===== src/rtl/lcd_pkg.sv =====
// Shared types, command bytes and init ROM for the HD44780-style LCD controller.
package lcd_pkg;

   typedef enum logic [2:0] {
      INIT_WAIT = 3'd0,
      SETUP     = 3'd1,
      PULSE     = 3'd2,
      HOLD      = 3'd3,
      EXEC      = 3'd4,
      IDLE      = 3'd5
   } state_e;

   localparam logic [7:0] CMD_FUNC_SET = 8'h38;
   localparam logic [7:0] CMD_DISP_ON  = 8'h0C;
   localparam logic [7:0] CMD_CLEAR    = 8'h01;
   localparam logic [7:0] CMD_ENTRY    = 8'h06;

   localparam int         INIT_LEN = 6;
   localparam logic [2:0] LAST_IDX = 3'd5;

   localparam logic [7:0] INIT_ROM [0:INIT_LEN-1] = '{
      CMD_FUNC_SET, CMD_FUNC_SET, CMD_FUNC_SET, CMD_DISP_ON, CMD_CLEAR, CMD_ENTRY
   };

   // Out-of-range indices fall back to function-set, which is harmless to resend.
   function automatic logic [7:0] rom_byte(input logic [2:0] idx);
      return (idx <= LAST_IDX) ? INIT_ROM[idx] : CMD_FUNC_SET;
   endfunction

   // Clear and home need the long execution wait.
   function automatic logic is_long_cmd(input logic rs, input logic [7:0] data);
      return (rs == 1'b0) && ((data == 8'h01) || (data == 8'h02) || (data == 8'h03));
   endfunction

endpackage


===== src/rtl/lcd_timer.sv =====
// Loadable down-counter; o_done is high while the count sits at zero.
module lcd_timer #(
   parameter int               CNT_W   = 20,
   parameter logic [CNT_W-1:0] RST_VAL = '0
) (
   input  logic             i_clk,
   input  logic             i_rst_n,
   input  logic             i_load,
   input  logic [CNT_W-1:0] i_value,
   output logic             o_done
);

   localparam logic [CNT_W-1:0] ONE = CNT_W'(1);

   logic [CNT_W-1:0] r_cnt;

   // Count register: load wins, otherwise decrement and park at zero.
   always_ff @(posedge i_clk or negedge i_rst_n) begin
      if (!i_rst_n) begin
         r_cnt <= RST_VAL;
      end else if (i_load) begin
         r_cnt <= i_value;
      end else if (r_cnt != '0) begin
         r_cnt <= r_cnt - ONE;
      end else begin
         r_cnt <= r_cnt;
      end
   end

   assign o_done = (r_cnt == '0);

endmodule


===== src/rtl/lcd_ctrl.sv =====
// Drives one timed HD44780 write cycle per accepted byte, after running the
// power-up init sequence from the ROM in lcd_pkg.
module lcd_ctrl
   import lcd_pkg::*;
#(
   parameter int T_PWRUP = 750000,
   parameter int T_AS    = 2,
   parameter int T_PW    = 25,
   parameter int T_H     = 2,
   parameter int T_EXEC  = 2000,
   parameter int T_LONG  = 82000,
   parameter int CNT_W   = 20
) (
   input  logic       clk_i,
   input  logic       rst_ni,
   input  logic       req_i,
   input  logic       rs_i,
   input  logic [7:0] data_i,
   output logic       ready_o,
   output logic       init_done_o,
   output logic       drop_o,
   output logic [7:0] lcd_data_o,
   output logic       lcd_rs_o,
   output logic       lcd_rw_o,
   output logic       lcd_en_o,
   output logic       lcd_on_o
);

   // Timer is loaded with N-1 so that a state lasts exactly N cycles.
   localparam logic [CNT_W-1:0] LD_PWRUP = CNT_W'(T_PWRUP - 1);
   localparam logic [CNT_W-1:0] LD_AS    = CNT_W'(T_AS - 1);
   localparam logic [CNT_W-1:0] LD_PW    = CNT_W'(T_PW - 1);
   localparam logic [CNT_W-1:0] LD_H     = CNT_W'(T_H - 1);
   localparam logic [CNT_W-1:0] LD_EXEC  = CNT_W'(T_EXEC - 1);
   localparam logic [CNT_W-1:0] LD_LONG  = CNT_W'(T_LONG - 1);

   state_e           r_state;
   state_e           w_state_nxt;
   logic [2:0]       r_idx;
   logic [2:0]       w_idx_nxt;
   logic [7:0]       r_lcd_data;
   logic [7:0]       w_data_nxt;
   logic             r_lcd_rs;
   logic             w_rs_nxt;
   logic             r_lcd_en;
   logic             w_en_nxt;
   logic             r_ready;
   logic             w_ready_nxt;
   logic             r_init_done;
   logic             w_init_done_nxt;
   logic             r_drop;
   logic             r_lcd_on;
   logic             w_load;
   logic [CNT_W-1:0] w_load_val;
   logic             w_done;

   lcd_timer #(
      .CNT_W   (CNT_W),
      .RST_VAL (LD_PWRUP)
   ) u_timer (
      .i_clk   (clk_i),
      .i_rst_n (rst_ni),
      .i_load  (w_load),
      .i_value (w_load_val),
      .o_done  (w_done)
   );

   // Next-state and next-output decode; outputs are registered from these values.
   always_comb begin
      w_state_nxt     = r_state;
      w_idx_nxt       = r_idx;
      w_data_nxt      = r_lcd_data;
      w_rs_nxt        = r_lcd_rs;
      w_en_nxt        = 1'b0;
      w_init_done_nxt = r_init_done;
      w_load          = 1'b0;
      w_load_val      = LD_AS;
      case (r_state)
         INIT_WAIT: begin
            if (w_done) begin
               w_state_nxt = SETUP;
               w_load      = 1'b1;
               w_load_val  = LD_AS;
               w_idx_nxt   = 3'd0;
               w_data_nxt  = rom_byte(3'd0);
               w_rs_nxt    = 1'b0;
            end else begin
               w_state_nxt = INIT_WAIT;
            end
         end
         SETUP: begin
            if (w_done) begin
               w_state_nxt = PULSE;
               w_load      = 1'b1;
               w_load_val  = LD_PW;
               w_en_nxt    = 1'b1;
            end else begin
               w_en_nxt    = 1'b0;
            end
         end
         PULSE: begin
            if (w_done) begin
               w_state_nxt = HOLD;
               w_load      = 1'b1;
               w_load_val  = LD_H;
               w_en_nxt    = 1'b0;
            end else begin
               w_en_nxt    = 1'b1;
            end
         end
         HOLD: begin
            if (w_done) begin
               w_state_nxt = EXEC;
               w_load      = 1'b1;
               w_load_val  = is_long_cmd(r_lcd_rs, r_lcd_data) ? LD_LONG : LD_EXEC;
            end else begin
               w_state_nxt = HOLD;
            end
         end
         EXEC: begin
            if (!w_done) begin
               w_state_nxt = EXEC;
            end else if (r_init_done) begin
               w_state_nxt = IDLE;
            end else if (r_idx == LAST_IDX) begin
               w_state_nxt     = IDLE;
               w_init_done_nxt = 1'b1;
            end else begin
               w_state_nxt = SETUP;
               w_load      = 1'b1;
               w_load_val  = LD_AS;
               w_idx_nxt   = r_idx + 3'd1;
               w_data_nxt  = rom_byte(r_idx + 3'd1);
               w_rs_nxt    = 1'b0;
            end
         end
         IDLE: begin
            if (req_i) begin
               w_state_nxt = SETUP;
               w_load      = 1'b1;
               w_load_val  = LD_AS;
               w_data_nxt  = data_i;
               w_rs_nxt    = rs_i;
            end else begin
               w_state_nxt = IDLE;
            end
         end
         default: begin
            w_state_nxt = INIT_WAIT;
            w_load      = 1'b1;
            w_load_val  = LD_PWRUP;
         end
      endcase
      w_ready_nxt = (w_state_nxt == IDLE);
   end

   // State and registered outputs; reset clears EN without waiting for a clock.
   always_ff @(posedge clk_i or negedge rst_ni) begin
      if (!rst_ni) begin
         r_state     <= INIT_WAIT;
         r_idx       <= 3'd0;
         r_lcd_data  <= 8'h00;
         r_lcd_rs    <= 1'b0;
         r_lcd_en    <= 1'b0;
         r_ready     <= 1'b0;
         r_init_done <= 1'b0;
         r_drop      <= 1'b0;
         r_lcd_on    <= 1'b0;
      end else begin
         r_state     <= w_state_nxt;
         r_idx       <= w_idx_nxt;
         r_lcd_data  <= w_data_nxt;
         r_lcd_rs    <= w_rs_nxt;
         r_lcd_en    <= w_en_nxt;
         r_ready     <= w_ready_nxt;
         r_init_done <= w_init_done_nxt;
         r_drop      <= req_i & ~r_ready;
         r_lcd_on    <= 1'b1;
      end
   end

   assign ready_o     = r_ready;
   assign init_done_o = r_init_done;
   assign drop_o      = r_drop;
   assign lcd_data_o  = r_lcd_data;
   assign lcd_rs_o    = r_lcd_rs;
   assign lcd_rw_o    = 1'b0;
   assign lcd_en_o    = r_lcd_en;
   assign lcd_on_o    = r_lcd_on;

endmodule


===== config.mk =====
export PLATFORM = sky130hd
export DESIGN_NAME = lcd_ctrl
export DESIGN_NICKNAME = d
export VERILOG_FILES = /design/src/rtl/lcd_pkg.sv /design/src/rtl/lcd_timer.sv /design/src/rtl/lcd_ctrl.sv
export SDC_FILE = /design/constraint.sdc
export NUM_CORES = 1
export LEC_CHECK = 0
export ABC_AREA = 1
export CORE_UTILIZATION = 35
export DETAILED_ROUTE_END_ITERATION = 12
export PLACE_DENSITY = 0.5
export SYNTH_ARGS = -nofsm -noshare
export SYNTH_HDL_FRONTEND = slang
export SYNTH_HIERARCHICAL = 1
export SYNTH_SLANG_ARGS = --single-unit

===== constraint.sdc =====
create_clock -name clk_i -period 5.3 [get_ports clk_i]
set_input_delay 1.325 -clock clk_i [delete_from_list [all_inputs] [get_ports clk_i]]
set_output_delay 1.325 -clock clk_i [all_outputs]
set_load 0.005 [all_outputs]

# Word level (Yosys, flattened, before mapping)
# Memories as Yosys holds them, arrays and structs flattened.
# Index checks and enable logic that the tools add are counted.
[totals]
ff_bits = 40
rom_bits = 64
in_bits = 12
n_memories = 1
[classes]
n_addsub = 2
order_cmp = 2
n_eq_ne = 15
n_mux = 45
bitwise = 4
n_reduce_logical = 14
[memory_table]
columns = ["name", "words", "word_bits", "read_ports", "rd_ports_with_merged_regs", "wr", "line", "rtl"]
rows = [
  ["(name not given)", 8, 8, 1, 0, 0, "lcd_pkg.sv:27", "return (idx <= LAST_IDX) ? INIT_ROM[idx] : CMD_FUNC_SET;"],
]
[op_table]
columns = ["operator", "count"]
rows = [
  ["$mux W8", 8],
  ["$pmux W20 S3", 1],
  ["$mux W20", 2],
  ["$mux W17", 2],
  ["$mux W3", 11],
  ["$pmux W8 S3", 1],
  ["$logic_not A20 Y1", 1],
  ["$reduce_bool A20 Y1", 1],
  ["$sub A20 B1 Y20 const B", 1],
  ["$pmux W3 S6", 1],
  ["$eq A8 B2 Y1 const B", 2],
  ["$mux W1", 14],
  ["$eq A3 B3 Y1 const B", 4],
  ["$ne A2 B2 Y1 const B", 5],
  ["$eq A8 B1 Y1 const B", 1],
  ["$reduce_or A4 Y1", 2],
  ["$eq A3 B2 Y1 const B", 2],
  ["$pmux W1 S3", 2],
  ["$pmux W3 S2", 1],
  ["$reduce_and A6 Y1", 1],
  ["$mux W5", 1],
  ["$reduce_and A5 Y1", 1],
  ["$ge A4 B4 Y1 const B", 1],
  ["$not A3 Y4", 1],
  ["other kinds (12)", 15],
]

# Longest topological paths before layout
[depth]
word_depth = 10
ltp_mapped = 18
depth_no_buf = 17

# Modules after synthesis
# Netlist, hierarchy kept.
[by_module_without_submodules]
columns = ["mod", "n_inst", "cells_per_inst", "area_per_inst_um2", "seq_area_each_um2"]
rows = [
  ["lcd_timer", 1, 203, 1457.6, 516.7],
  ["lcd_ctrl", 1, 168, 1246.2, 500.5],
]

# Worst setup path before layout
# Ideal clock, no wire load.
[synth_path]
kind = "register -> register"
from = "register u_timer.r_cnt[0]"
to = "register u_timer.r_cnt[3]"
setup_ns = 0.076
t_arrival_ns = 2.670
required_ns = 5.224
setup_slack_ns = 2.554
path_stages_with_launch = 18
cell_sequence = "dfstp_2 -> inv_1 -> ha_1 -> nand2_1 -> nor3_1 -> nand3_1 -> nor4_1 -> inv_1 -> nand2_1 -> nand3_4 -> inv_1 -> nand2_1 -> nand3_1 -> clkbuf_1 -> clkbuf_1 -> nor2_1 -> nand2_1 -> nand2_1"
[synth_via]
elab_chain_len = 4
word_cells_on_any_way = 12
cone_classes = "add/sub: 1; mux: 8; reduce/logical: 3"
[synth_rtl]
columns = ["item", "line", "rtl"]
rows = [
  ["start: declaration", "lcd_timer.sv:15", "logic [CNT_W-1:0] r_cnt;"],
  ["start signal: assignment", "lcd_timer.sv:22", "r_cnt <= i_value;"],
  ["start signal: assignment", "lcd_timer.sv:24", "r_cnt <= r_cnt - ONE;"],
  ["start signal: assignment", "lcd_timer.sv:26", "r_cnt <= r_cnt;"],
  ["$logic_not A20 Y1 *", "lcd_timer.sv:30", "assign o_done = (r_cnt == '0);"],
  ["net w_done", "lcd_ctrl.sv:55", "logic w_done;"],
  ["$mux W1, on equally long branches", "--", ""],
  ["$pmux W1 S3 *", "lcd_ctrl.sv:78", "case (r_state)"],
  ["net w_load", "lcd_ctrl.sv:53", "logic w_load;"],
  ["$mux W20 / $reduce_bool A2 Y1 (equally long branches)", "--", ""],
]
# Mark *: on every way through the listed nets, which the timed path passes. The rest lies on a longest branch. The select of a mux whose other input is x is not followed.
# A chain may end at the register's enable or synchronous reset.

# Worst setup path in the final report
[layout_path]
from = "input req_i"
to = "register u_timer.r_cnt[4]"
[layout_via]
elab_chain_len = 3
word_cells_on_any_way = 4
cone_classes = "mux: 3; reduce/logical: 1"
[layout_rtl]
columns = ["item", "line", "rtl"]
rows = [
  ["start: declaration", "lcd_ctrl.sv:16", "input logic req_i,"],
  ["$mux W1 *", "lcd_ctrl.sv:138", "if (req_i) begin"],
  ["$pmux W1 S3 *", "lcd_ctrl.sv:78", ""],
  ["net w_load", "lcd_ctrl.sv:53", ""],
  ["$mux W20 / $reduce_bool A2 Y1 (equally long branches)", "--", ""],
]
# Mark *: on every way through the listed nets, which the timed path passes. The rest lies on a longest branch.

==> results.toml <==
[run_status]
status = "finished, final reports clean"

[logic_synthesis]
syn_area_mm2 = 0.00270
synth_area_leaders = "dfrtp_1, nand2_1, dfstp_2, inv_1, nor2_1"
yosysUniqueCellTypes = 38
synth_seq_area_share_pct = 37.6
synthCells = 371
ys_ff_latch = 40
synth-main-ff-cell = "dfrtp_1"
async_reset_ff_share_pct = 100
netlist.area_leader.share_pct = 25.0
yosysTopAreaCell = "dfrtp_1"
avgSynthCellArea_um2 = 7.29
ys_top_cells_by_count = "nand2_1, inv_1, nor2_1"
synth_edf_count = 0
synth.most_common_cell = "nand2_1"
synth-warning-count = 6

[sta]
timing.final.crit_share_pct = 58.7
fmax_mhz = 322
drv_slew = 0
worst_slew_pin_slew_ns = 0.925
hold_ws_ns = 0.422
fin_worst_skew_ns = 0.00801
rsz0062_at_grt = "false"
min_period_ns = 3.11
setup_violations = 0
slew_headroom_pct = 38.3
finalSetupTns_ns = 0
hold_violations = 0

[critical_path]
cp.required_ns = 5.49
r2r-end = "u_timer/r_cnt[4]$_DFFE_PN0P_"
endpoint_kind = "flop"
start_kind = "input pin"
rrSetupSlack_ns = 2.34
reg2reg_depth = 19
r2r-start = "u_timer/r_cnt[0]$_DFFE_PN1P_"
criticalPathCategory = "input pin to flop"
cp_max_fo = 25
cp.arrival_ns = 3.30

[detailed_routing]
viasPerCell = 4.50
wl_mm = 5.93
ant_nets = 0
drt_first_iter_violations = 99
first_pass_iters = 4
detail_route.wl_per_cell_um = 11.8
via_count = 2252
drc_errors = 0

[clocking]
clockRootBuffer = "clkbuf_8"
cts_inserted_buffers = 5
h-tree-depth = 2
cts_tree = "built"
clock_sinks = 40
clockBufferDepth = 2
cts_hold_buf = 0
post_cts_buffers = 0
worst_skew_pair.late_latency_ns = 0.30
cts_resized = 0
path_clk_slew_ns = 0.09

[layout]
fin_nets = 420
final_cells = 501
drive_gt1_share_pct = 18.2
fill_cells = 782
areaGrowthSynthToFinish_pct = 16.3
multi_input_area_mm2 = 0.00146
ff_latch_area_mm2 = 0.00102
diodes = 0
final_util_pct = 42.7

[power_and_ir_drop]
ir_worst_vdd_mv = 0.140
p_leak_nw = 1.52
powerDensity_mw_per_mm2 = 428

[global_route]
grt_pass1_vias = 2183
grt_start_max_net_pins = 41
antenna_found_initial = 0
grt_pass1_wl_mm = 10.2
grt_usage_pct = 15.8
gr-total-overflow = 0

[die]
num_io_pins = 27
die_width_um = 89.9
core_area_mm2 = 0.00737
die_h_um = 89.9
initial_core_util_pct = 36.7
rows = 31
design.die.area_mm2 = 0.00808

[placement]
io_buffers = 25
gp_congestion = 0.762
dp_hpwl_mm = 4.49
dp.cells = 493

[worst_hold_path]
min_path_cells = 1
min_to = "drop_o$_DFF_PN0_"
hp-start = "ready_o$_DFF_PN0_"
min_path_type = "flop to flop"

[flow_run]
maxCapViolations = 0
where the power goes:
part / total, mW / switching [mW] / internal, mW
Combinational: 0.563 / 0.350 / 0.213
Sequential: 0.530 / 0.100 / 0.430
Clock: 0.254 / 0.114 / 0.140
Total: 1.35 / 0.564 / 0.783
placed cells by master (no fill, tap or decap), drive strengths merged, types with 2 or more instances in the layout:
master,Yosys,layout
nand4,7,7
conb,2,5
nand3,16,16
inv,45,45
dfrtp,27,27
nand3b,5,5
clkdlybuf4s50,0,24
buf,4,3
o21ai,21,21
nor2,52,52
a21oi,4,4
xor2,4,4
ha,7,7
dfstp,13,13
clkbuf,3,6
nand2,151,151
nor3,2,2
sequential cells by signal, summed over array words and instances, names as in the netlist:
| signal | flops |
|---|---|
| drop_o | 1 |
| init_done_o | 1 |
| lcd_data_o | 8 |
| lcd_en_o | 1 |
| lcd_on_o | 1 |
| lcd_rs_o | 1 |
| r_idx | 3 |
| r_state | 3 |
| ready_o | 1 |
| u_timer/r_cnt | 20 |
kinds of logic after synthesis:
logic type / Yosys count / share of synthesized area (%)
AND/OR/NAND/NOR: 236 / 41.9
buffers and inverters: 52 / 8.70
flip-flops: 40 / 37.6
AO/OA/AOI/OAI: 29 / 6.66
adder cells (fa/ha/maj): 7 / 3.24
XOR/XNOR: 5 / 1.62
other: 2 / 0.278
critical path, cell delays in order:
cell	delay, ns
clkdlybuf4s50_1	0.48
nand3_1	0.10
nand2_1	0.11
nand3_4	0.23
inv_1	0.19
nand2_1	0.07
nand3_1	0.06
buf_4	0.25
inv_1	0.17
nand2_8	0.14
inv_6	0.06
nand2_1	0.06
nand2_1	0.04
worst max-delay path by stage:
stage,from,endpoint,depth (start not counted)
after floorplan,u_timer/r_cnt[0]$_DFFE_PN1P_,u_timer/r_cnt[3]$_DFFE_PN1P_,17
after global placement,req_i,u_timer/r_cnt[18]$_DFFE_PN0P_,13
after detailed placement,req_i,u_timer/r_cnt[18]$_DFFE_PN0P_,13
after CTS,req_i,u_timer/r_cnt[4]$_DFFE_PN0P_,13
after global routing,req_i,u_timer/r_cnt[18]$_DFFE_PN0P_,13
final,req_i,u_timer/r_cnt[4]$_DFFE_PN0P_,13
final cells by class:
type / count / area share (%)
Inverter: 45 / 5.53
Multi-Input combinational cell: 282 / 46.5
Sequential cell: 40 / 32.3
Clock inverter: 2 / 1.11
Timing Repair Buffer: 27 / 8.27
Tap cell: 99 / 3.94
Clock buffer: 6 / 2.31
per-layer routing:
metal / wire length (um) / up-vias / global-route usage [%]
li1: - / 1208 / -
met5: 0 / - / 0
met1: 2850 / 1006 / 19.9
met3: 200 / 6 / 2.37
met4: 72 / 0 / 4.44
met2: 2810 / 32 / 28.1
stage by stage:
stage / instance area, um^2 / power, mW / setup slack [ns]
6_report: 3150 / 1.35 / 2.19
5_1_grt: 3150 / 1.46 / 2.00
4_1_cts: 3150 / 1.36 / 2.18
3_5_place_dp: 3040 / 1.10 / 1.86
3_3_place_gp: 3040 / 1.10 / 1.94
2_1_floorplan: 2720 / 0.962 / 2.55
No activity file was read; power rests on OpenSTA's default activity.
